`src/rtl/keypad_encoder.sv`:
```
// rtl/keypad_encoder.sv - debounced ten-key front-panel encoder with valid/ready digit output
module keypad_encoder #(
  parameter int DEBOUNCE_CYCLES = 4
) (
  input  logic       clk,
  input  logic       rst_n,
  input  logic [9:0] key_in,
  output logic [3:0] binary_out,
  output logic       valid_out,
  input  logic       ready_in,
  output logic       error_out
);

  typedef enum logic [1:0] {IDLE, DEBOUNCE, HOLD, RELEASE} state_t;

  localparam logic [7:0] DB_CNT = 8'(DEBOUNCE_CYCLES);

  state_t     state_q, state_d;
  logic [9:0] sync1_q, sync1_d;
  logic [9:0] sync2_q, sync2_d;
  logic [9:0] cap_q, cap_d;
  logic [7:0] cnt_q, cnt_d;
  logic [3:0] binary_q, binary_d;
  logic       valid_q, valid_d;
  logic       error_q, error_d;

  logic [9:0] key_sync;
  logic [7:0] cnt_inc;
  logic [3:0] cap_idx;
  logic       cap_one_hot;

  assign key_sync    = sync2_q;
  assign cnt_inc     = cnt_q + 8'd1;
  assign cap_one_hot = (cap_q != 10'd0) && ((cap_q & (cap_q - 10'd1)) == 10'd0);

  always_comb begin
    cap_idx = 4'd0;
    for (int i = 0; i < 10; i++) begin
      if (cap_q[i]) cap_idx = 4'(i);
    end
  end

  always_comb begin
    sync1_d  = key_in;
    sync2_d  = sync1_q;
    state_d  = state_q;
    cap_d    = cap_q;
    cnt_d    = cnt_q;
    binary_d = binary_q;
    valid_d  = valid_q;
    error_d  = 1'b0;
    case (state_q)
      IDLE: begin
        if (key_sync != 10'd0) begin
          cap_d   = key_sync;
          cnt_d   = 8'd1;
          state_d = DEBOUNCE;
        end
      end
      DEBOUNCE: begin
        // Any change, including a bounce to all-zero, abandons this capture.
        if (key_sync != cap_q) begin
          state_d = IDLE;
        end else if (cnt_q < DB_CNT) begin
          cnt_d = cnt_inc;
        end else if (cap_one_hot) begin
          binary_d = cap_idx;
          valid_d  = 1'b1;
          state_d  = HOLD;
        end else begin
          error_d = 1'b1;
          cnt_d   = 8'd0;
          state_d = RELEASE;
        end
      end
      HOLD: begin
        if (valid_q && ready_in) begin
          valid_d = 1'b0;
          cnt_d   = 8'd0;
          state_d = RELEASE;
        end
      end
      RELEASE: begin
        if (key_sync != 10'd0) begin
          cnt_d = 8'd0;
        end else begin
          cnt_d = cnt_inc;
          if (cnt_inc == DB_CNT) state_d = IDLE;
        end
      end
      default: state_d = IDLE;
    endcase
  end

  always_ff @(posedge clk or negedge rst_n) begin
    if (!rst_n) begin
      state_q  <= IDLE;
      sync1_q  <= 10'd0;
      sync2_q  <= 10'd0;
      cap_q    <= 10'd0;
      cnt_q    <= 8'd0;
      binary_q <= 4'd0;
      valid_q  <= 1'b0;
      error_q  <= 1'b0;
    end else begin
      state_q  <= state_d;
      sync1_q  <= sync1_d;
      sync2_q  <= sync2_d;
      cap_q    <= cap_d;
      cnt_q    <= cnt_d;
      binary_q <= binary_d;
      valid_q  <= valid_d;
      error_q  <= error_d;
    end
  end

  assign binary_out = binary_q;
  assign valid_out  = valid_q;
  assign error_out  = error_q;

endmodule

```
`config.mk`:
```
export PLATFORM = sky130hd
export DESIGN_NAME = keypad_encoder
export DESIGN_NICKNAME = d
export VERILOG_FILES = /design/src/rtl/keypad_encoder.sv
export SDC_FILE = /design/constraint.sdc
export NUM_CORES = 1
export LEC_CHECK = 0
export ABC_AREA = 1
export ABC_CLOCK_PERIOD_IN_PS = 1700
export BUFFER_PORTS_ARGS = -buffer_cell sky130_fd_sc_hd__buf_4
export CAP_MARGIN = 0
export CORE_ASPECT_RATIO = 0.5
export CORE_MARGIN = 3
export CORE_UTILIZATION = 50
export CTS_BUF_LIST = sky130_fd_sc_hd__clkbuf_4 sky130_fd_sc_hd__clkbuf_8
export DETAILED_ROUTE_END_ITERATION = 7
export PLACE_DENSITY_LB_ADDON = 0.2
export SETUP_SLACK_MARGIN = 0.05
export SKIP_LAST_GASP = 1
export SLEW_MARGIN = 0
export SYNTH_ARGS = -nofsm -noshare
export SYNTH_HDL_FRONTEND = slang
export SYNTH_SLANG_ARGS = --single-unit
export TNS_END_PERCENT = 20
```
`constraint.sdc`:
```
create_clock -name clk -period 1.7 [get_ports clk]
set_clock_uncertainty 0.05 [all_clocks]
set_input_delay 0.34 -clock clk [delete_from_list [all_inputs] [get_ports clk]]
set_output_delay 0.34 -clock clk [all_outputs]
set_load 0.1 [all_outputs]
```
### Word level (Yosys, flattened, before mapping)

Index checks and enable logic that the tools add are counted.

| storage, ports and cells | value |
|---|---|
| bits in registers | 46 |
| output and inout bits | 6 |
| logic and storage cells | 73 |
| input bits | 13 |

| cells by class | value |
|---|---|
| magnitude comparators | 1 |
| bitwise logic cells | 3 |
| add/subtract/negate cells | 2 |
| equal/unequal tests | 14 |
| mux-type cells | 33 |
| reduce and logical (&&, ||, !) cells | 12 |

Operator list:

| operator | count |
|---|---|
| 2-to-1 mux 8 bit | 6 |
| case mux 8 bit (4 select lines) | 1 |
| 2-to-1 mux 4 bit | 7 |
| nonzero test 10 bit | 2 |
| 2-to-1 mux 2 bit | 7 |
| inequality test 2 bit (second input constant) | 7 |
| AND 10 bit | 1 |
| zero test 10 bit | 1 |
| 2-to-1 mux 1 bit | 10 |
| inequality test 10 bit | 1 |
| AND reduction 5 bit | 2 |
| subtractor 10 x 1 -> 10 bit (second input constant) | 1 |
| adder 8 x 1 -> 8 bit (second input constant) | 1 |
| equality test 8 x 3 -> 1 bit (second input constant) | 1 |
| less-than comparator 8 x 3 -> 1 bit (second input constant) | 1 |
| case mux 2 bit (4 select lines) | 1 |
| AND reduction 4 bit | 2 |
| inequality test 3 bit (second input constant) | 2 |
| equality test 2 bit (second input constant) | 2 |
| equality test 2 x 1 -> 1 bit (second input constant) | 1 |
| logical AND 1 bit | 2 |
| zero test 2 bit | 1 |
| inverter 1 bit | 2 |
| case mux 1 bit (2 select lines) | 1 |
| 2 further kinds | 2 |

### Longest topological paths before layout

Gate-level depths: netlist of the first run.

| depth | value |
|---|---|
| depth in word-level cells | 9 |
| mapped depth | 11 |
| depth with buffers taken out | 11 |

### Worst setup path before layout of the first run

Ideal clock, no wire load.

| timing path | value |
|---|---|
| path type | register to register |
| from | register valid_q, in the netlist valid_out |
| to | register state_q[0] |
| buffers on the path | 0 |
| setup time | 120 ps |
| data arrival time | 1736 ps |
| data required time | 1530 ps |
| cell stages (with the launch flop) | 8 |
| slack | -206 ps |
| period minus slack after synthesis | 1906 ps |
| path through | dfrtp_1 inv_1 o21bai_1 o21ai_4 inv_1 nand2_1 o21ai_0 nand2_1 |

| between the ends | value |
|---|---|
| longest elaborated chain between the ends | 3 |

Ends and longest elaborated chain:

| item | RTL line | source |
|---|---|---|
| from (decl) | 24 | `logic valid_q, valid_d;` |
| from (signal assigned) | 112 | `valid_q <= valid_d;` |
| logical AND 1 bit | 77 | `if (valid_q && ready_in) begin` |
| inequality test 2 bit (no line) | - |  |
| AND reduction 5 bit (no line) | - |  |
| to (signal assigned) | 106 | `state_q <= state_d;` |
| to (decl) | 18 | `state_t state_q, state_d;` |

No other way between the ends.
A chain may end at the register's enable or synchronous reset.

==> impl_results.md, run 1 <==
- Slew at the pin closest to its max-slew limit: 0.567 ns
- Count of pins on the block boundary: 19
- Number of cell rows: 16
- Buffer levels on the longest clock path: 2
- Startpoint kind of the worst setup timing path: register
- Average routed wire per standard cell: 13.6 um
- Final TNS setup: 0 ns
- Overall power: 4.61 mW
- Result of the run: complete, no violations
- Vert. Die Dim: 53.7 um
- Setup Slack @ Placement: 0.0159 ns
- Worst skew pair latency: 0.31 ns
- Synth-to-Final Area Change: 31.7%
- Number of iterations in the first detailed-routing pass: 4
- Share of final-layout standard cells stronger than drive strength 1: 39.9%
- Final Hold Viols: 0
- Yosys reg bits: 46
- DR iter-0 viols: 62
- Hpwl dp: 3260 um
- Total grt overflow: 0
- Fraction of post-synthesis cell area in the top cell type by area: 50.6%
- Core occupancy in the finished layout: 72.7%
- Yosys warns: 0
- Unique cell type count in the Yosys netlist: 31
- Filler Cell Count: 286
- Worst hold-check path type: in -> reg
- Total number of H-tree levels: 2
- Global router's overall resource usage: 19.6%
- Arr. time, crit path: 1.82 ns
- Area occupied by registers: 0.00116 sq mm
- Relative slew margins: 62.2%
- Area of the die: 0.00545 sq mm
- Multi-input combinational cell area: 0.00116 sq mm
- Reported leakage power: 1.45 nW
- Clock buffers created by TritonCTS: 5
- Clock sinks: 46
- Maximum number of pins on one net before global-route repair: 47
- Starting Density: 55.2%
- Biggest area consumer among synthesized cells: dfrtp_1
- DRC Markers: 0
- Number of enable-type register cells in the synthesized netlist: 0
- Least setup slack across all paths after layout: 0.0285 ns
- Leading cell types by total area after synthesis: dfrtp_1, nand2_1, inv_1
- Post-synthesis sequential area ratio: 50.6%
- NumNets Final: 331
- Core Box Area: 0.00412 sq mm
- Diodes inserted: 0
- Final WL: 5040 um
- Clock tree from TritonCTS: done
- Number of buffers inserted by port buffering: 18
- Maximum fanout along the worst path: 5
- Clock transition time at the flip-flop clock pins of the worst setup and hold paths: 0.09 ns
- Post-route fraction of the period consumed by the critical path: 98.3%
- Crit path required time: 1.84 ns
- Global placement routability congestion: 0.817
- Leading register cell type out of synthesis: dfrtp_1
- Routed Antenna Nets: 0
- Count of max-cap constraint violations: 0
- Share of synthesized registers carrying an async set or reset: 100%
- Global-route wire length before repair: 8010 um
- Vias: 1910
- Cell count after synthesis: 262
- Worst Hold Slack: 0.0804 ns
- Chip Width: 101 um
- CTS Root Buffer Type: clkbuf_8
- Placed Instance Area: 0.00260 sq mm
- Critical Path Sink Type: register
- Vias per std cell: 5.13
- Number of global-route vias before repair: 1765
- Worst Setup Path Type: reg -> reg
- Highest clock rate: 598 MHz
- Combined area of all synthesized cells: 0.00228 sq mm
- Non-filler instance count after layout: 372
- Post-Layout Inst Area: 0.00300 sq mm
- # placed instances: 348
- Number of max-slew violations in the final report: 0
- Number of antenna violations at the first check in global routing: 0
- PwrDens: 1540 mW/mm^2
- Setup repair after global routing missed its margin: yes
- Post-synthesis net count: 276
- Average size of a mapped cell: 8.69 sq um
- Min Tclk post-route: 1.67 ns
- Peak ir drop on the vdd network: 0.694 mV
- Finish-stage setup viols: 0
[cells by family (layout without fill, tap and decap cells)]
kind of cell               count (synthesis)  in the layout  synth area share, %
buffers and inverters                     29             85                 5.17
DFF                                       46             46                 50.6
muxes                                      1              1                0.495
adders and majority gates                  1              1                0.550
and+or+nand+nor                          142            142                 29.4
AOI/OAI and AO/OA                         31             31                 9.18
xor gates and xnor gates                  12             12                 4.62
[Yosys cell counts (4+ instances only)]
cell type	instances
a21oi_1	6
dfrtp_1	46
inv_1	23
inv_2	4
nand2_1	76
nand2_2	4
nand3_1	16
nand4_1	4
nor2_1	23
nor2_2	6
nor2_4	4
o21ai_0	9
o21ai_2	4
xnor2_1	5
xor2_1	7
[worst max-delay path, stage by stage, from the launching register on]
cell	delay, ns
dfrtp_1	0.47
nor2_1	0.15
nand4_1	0.21
buf_4	0.23
nor2_1	0.09
nand2_1	0.09
nand2_2	0.09
nor2_2	0.04
nand2_1	0.08
nand2_1	0.06
[per-layer routing]
metal | wire, um | up-vias | track usage (%)
met5 | 0 | - | 0
met4 | 93 | 0 | 6.84
met3 | 256 | 11 | 5.05
met2 | 2440 | 35 | 32.9
met1 | 2250 | 924 | 25.2
li1 | - | 940 | -
[repair_timing]
item | 4_1_cts | 5_1_grt
buffers inserted | 6 | 9
endpoints found under the hold margin | 2 | 0
hold buffers | 1 | 0
pin swaps | 6 | 19
setup endpoints to repair | 14 | 20
resized for setup | 14 | 40
[worst paths after layout]
check                                           from  slack (ns)                    end  cells after the start
worst max-delay path            cnt_q[2]$_DFFE_PN0P_        0.03               register                      9
worst min-delay path                       key_in[3]        0.08   sync1_q[3]$_DFF_PN0_                      1
worst max register to register  cnt_q[2]$_DFFE_PN0P_        0.03               register                      9
worst min register to register  sync1_q[6]$_DFF_PN0_        0.30  key_sync[6]$_DFF_PN0_                      0
max in group asynchronous                      rst_n        0.66   cap_q[0]$_DFFE_PN0P_                      2
min in group asynchronous                      rst_n        0.51  key_sync[9]$_DFF_PN0_                      2
[final cells by class]
class | instances | area share (%)
inverter | 27 | 3.38
multi-input combinational | 187 | 38.7
clock buffer | 5 | 2.30
tap | 54 | 2.25
timing repair buffer | 50 | 13.3
clock inverter | 3 | 1.34
sequential | 46 | 38.7
[state kept, by name (all words and copies together) (netlist names), named ones only]
signal / flops
state_q: 1
cap_q: 10
valid_out: 1
error_out: 1
cnt_q: 8
binary_out: 4
sync1_q: 10
key_sync: 10
[cells in the final DEF (no fill, tap or decap), drive strengths merged]
cell type / count
a21oi: 6
buf: 49
bufinv: 1
clkbuf: 5
clkinv: 2
dfrtp: 46
dlygate4sd3: 1
ha: 1
inv: 27
mux2: 1
nand2: 82
nand3: 16
nand3b: 1
nand4: 5
nor2: 34
nor3: 3
nor3b: 1
o21ai: 17
o21ba: 1
o21bai: 3
o22ai: 1
o31ai: 3
xnor2: 5
xor2: 7
[report_power, final]
part | total (mW) | internal (mW) | switching, mW
logic | 2.16 | 0.903 | 1.25
registers | 1.63 | 1.32 | 0.315
clock network | 0.821 | 0.433 | 0.388
total | 4.61 | 2.65 | 1.96
(Power assumes the default switching activity.)
==> run 2: changes to the inputs <==
ABC_CLOCK_PERIOD_IN_PS = 1350   (was 1700)
clock period = 1.35 ns   (was 1.7 ns; I/O delays follow)
==> impl_results.md, run 2 (same netlist as run 1, synthesis figures left out) <==
- CTS Root Buffer Type: clkbuf_8
- Length in cells of the worst reg-to-reg path: 8 (-1)
- Number of global-route vias before repair: 1884 (+6.7%)
- Post-route fraction of the period consumed by the critical path: 127% (+29 points)
- Commonest non-fill, non-tap cell in the layout: nand2_1
- Crit path required time: 1.50 ns (-0.34 ns)
- Global router's overall resource usage: 20.5% (+0.88 points)
- Result of the run: finished, violations left
- Clock transition time at the flip-flop clock pins of the worst setup and hold paths: 0.09 ns (about the same)
- Endpoint of the worst-slack reg-to-reg timing path: cnt_q[3]$_DFFE_PN0P_
- Delay of the slowest cell on the worst path: 0.45 ns (-0.02 ns)
- PwrDens: 1860 mW/mm^2 (+21%)
- Filler Cell Count: 279 (-2.4%)
- Core occupancy in the finished layout: 76.8% (+4.1 points)
- Number of antenna violations at the first check in global routing: 0 (unchanged)
- Count of max-cap constraint violations: 0 (unchanged)
- DR iter-0 viols: 54 (-13%)
- Arr. time, crit path: 1.86 ns (+0.04 ns)
- Maximum fanout along the worst path: 8 (+3)
- Maximum number of pins on one net before global-route repair: 26 (-45%)
- Routed Antenna Nets: 0 (unchanged)
- Setup Slack @ Placement: -0.326 ns (-0.342 ns)
- Diodes inserted: 0 (unchanged)
- Clock buffers created by TritonCTS: 5 (unchanged)
- Least setup slack across all paths after layout: -0.367 ns (-0.396 ns)
- Clock tree from TritonCTS: done
- Reg2Reg Setup Slack: -0.37 ns (-0.40 ns)
- Critical Path End: cnt_q[3]$_DFFE_PN0P_
- Vias per std cell: 4.90 (-4.6%)
- Count of pins on the block boundary: 19 (unchanged)
- Chip Width: 101 um (unchanged)
- NumNets Final: 357 (+7.9%)
- Starting Density: 55.2% (unchanged)
- Peak ir drop on the vdd network: 0.882 mV (+27%)
- DRC Markers: 0 (unchanged)
- Relative slew margins: 76.8% (+15 points)
- Vias: 1950 (+2.1%)
- Global-route wire length before repair: 8380 um (+4.7%)
- Startpoint kind of the worst setup timing path: register
- Total grt overflow: 0 (unchanged)
- Buffer levels on the longest clock path: 2 (unchanged)
- Worst Setup Path Type: reg -> reg
- Hpwl dp: 3750 um (+15%)
- Number of iterations in the first detailed-routing pass: 5 (+1)
- Final Hold Viols: 0 (unchanged)
- Reported leakage power: 1.56 nW (+7.8%)
- Area of the die: 0.00545 sq mm (unchanged)
- Number of buffers inserted by port buffering: 18 (unchanged)
- Number of max-slew violations in the final report: 0 (unchanged)
- Synth-to-Final Area Change: 39.1%
- Setup repair after global routing missed its margin: yes
- Global placement routability congestion: 0.888 (+8.8%)
- Number of cell rows: 16 (unchanged)
- Commonest cells after routing, fill and taps aside: nand2_1, buf_4, dfrtp_1, inv_1
- Total number of H-tree levels: 2 (unchanged)
- Average routed wire per standard cell: 13.3 um (-1.9%)
- Core Box Area: 0.00412 sq mm (unchanged)
- Min Tclk post-route: 1.72 ns (+0.0460 ns)
- CP max stage cell: dfrtp_1
- Cells traversed along the worst timing path: xnor2_1 > nand4_1 > nor2_4 > nor2_4 > nor2_8 > nand2_4 > nand2_1 > nand2_1
- Post-Layout Inst Area: 0.00317 sq mm (+5.6%)
- Slew at the pin closest to its max-slew limit: 0.345 ns (-0.222 ns)
- Clock sinks: 46 (unchanged)
- Critical Path Sink Type: register
- Vert. Die Dim: 53.7 um (unchanged)
- Highest clock rate: 582 MHz (-2.7%)
- Overall power: 5.88 mW (+28%)
- Failing checks: negative setup slack
- Finish-stage setup viols: 26 (+26)
- Share of final-layout standard cells stronger than drive strength 1: 40.4% (+0.47 points)
- Start point of the critical path: cap_q[5]$_DFFE_PN0P_
- Final WL: 5290 um (+5.0%)
- Startpoint of the worst-slack reg-to-reg timing path: cap_q[5]$_DFFE_PN0P_
- Worst skew pair latency: 0.31 ns (about the same)
- Placed Instance Area: 0.00286 sq mm (+10%)
- Worst hold-check path type: in -> reg
-- run 2: how the worst min path moves through the flow --
stage	to	slack, ns	depth (start not counted)	start
2_1_floorplan	async pin	-0.08	0	rst_n
3_3_place_gp	sync1_q[6]$_DFF_PN0_	0.15	1	rst_n
3_5_place_dp	key_sync[6]$_DFF_PN0_	0.15	1	rst_n
4_1_cts	sync1_q[9]$_DFF_PN0_	0.002	1	key_in[9]
5_1_grt	sync1_q[5]$_DFF_PN0_	-0.0001	1	key_in[5]
6_report	sync1_q[9]$_DFF_PN0_	0.008	1	key_in[9]
-- run 2: worst max-delay path, delay by kind of cell, from the launching register on --
kind,cells,cell delay (ns)
xor+xnor,1,0.24
flops,1,0.45
simple gates,7,0.86
-- run 2: where the power goes --
part           leakage [nW]  internal [mW]  switching (mW)
combinational         0.952           1.38            1.64
sequential            0.563           1.66           0.347
clock                0.0483          0.365           0.482
-- run 2: metal layers --
layer / vias up / part of all wire, % / track usage, %
met1: 899 / 46 / 25.9
met5: - / 0 / 0
met3: 16 / 4.0 / 5.17
met2: 39 / 48 / 33.9
li1: 996 / - / -
met4: 0 / 2.0 / 9.49
-- run 2: cell type report --
class | count | area [sq um] | share of cell area, %
Clock inverter | 3 | 18.8 | 0.593
Inverter | 27 | 101 | 3.20
Sequential cell | 46 | 1160 | 36.7
Clock buffer | 5 | 68.8 | 2.17
Timing Repair Buffer | 76 | 618 | 19.5
Tap cell | 54 | 67.6 | 2.13
Multi-Input combinational cell | 187 | 1130 | 35.7
-- run 2: what timing repair did --
action | in CTS | in global routing
resized for setup | 12 | 25
endpoints found under the hold margin | 24 | 5
setup endpoints to repair | 27 | 29
pin swaps | 9 | 13
hold buffers | 1 | 5
buffers inserted | 4 | 1
-- run 2: per-stage QoR --
stage | hold slack [ns] | TNS, ns | cells
5_1_grt | -0.000107 | -8.98 | 398
6_report | 0.00771 | -6.53 | 398
3_5_place_dp | 0.152 | -6.18 | 379
4_1_cts | 0.00185 | -5.81 | 392
2_1_floorplan | -0.0756 | -2.28 | 262
3_3_place_gp | 0.150 | -4.94 | 379
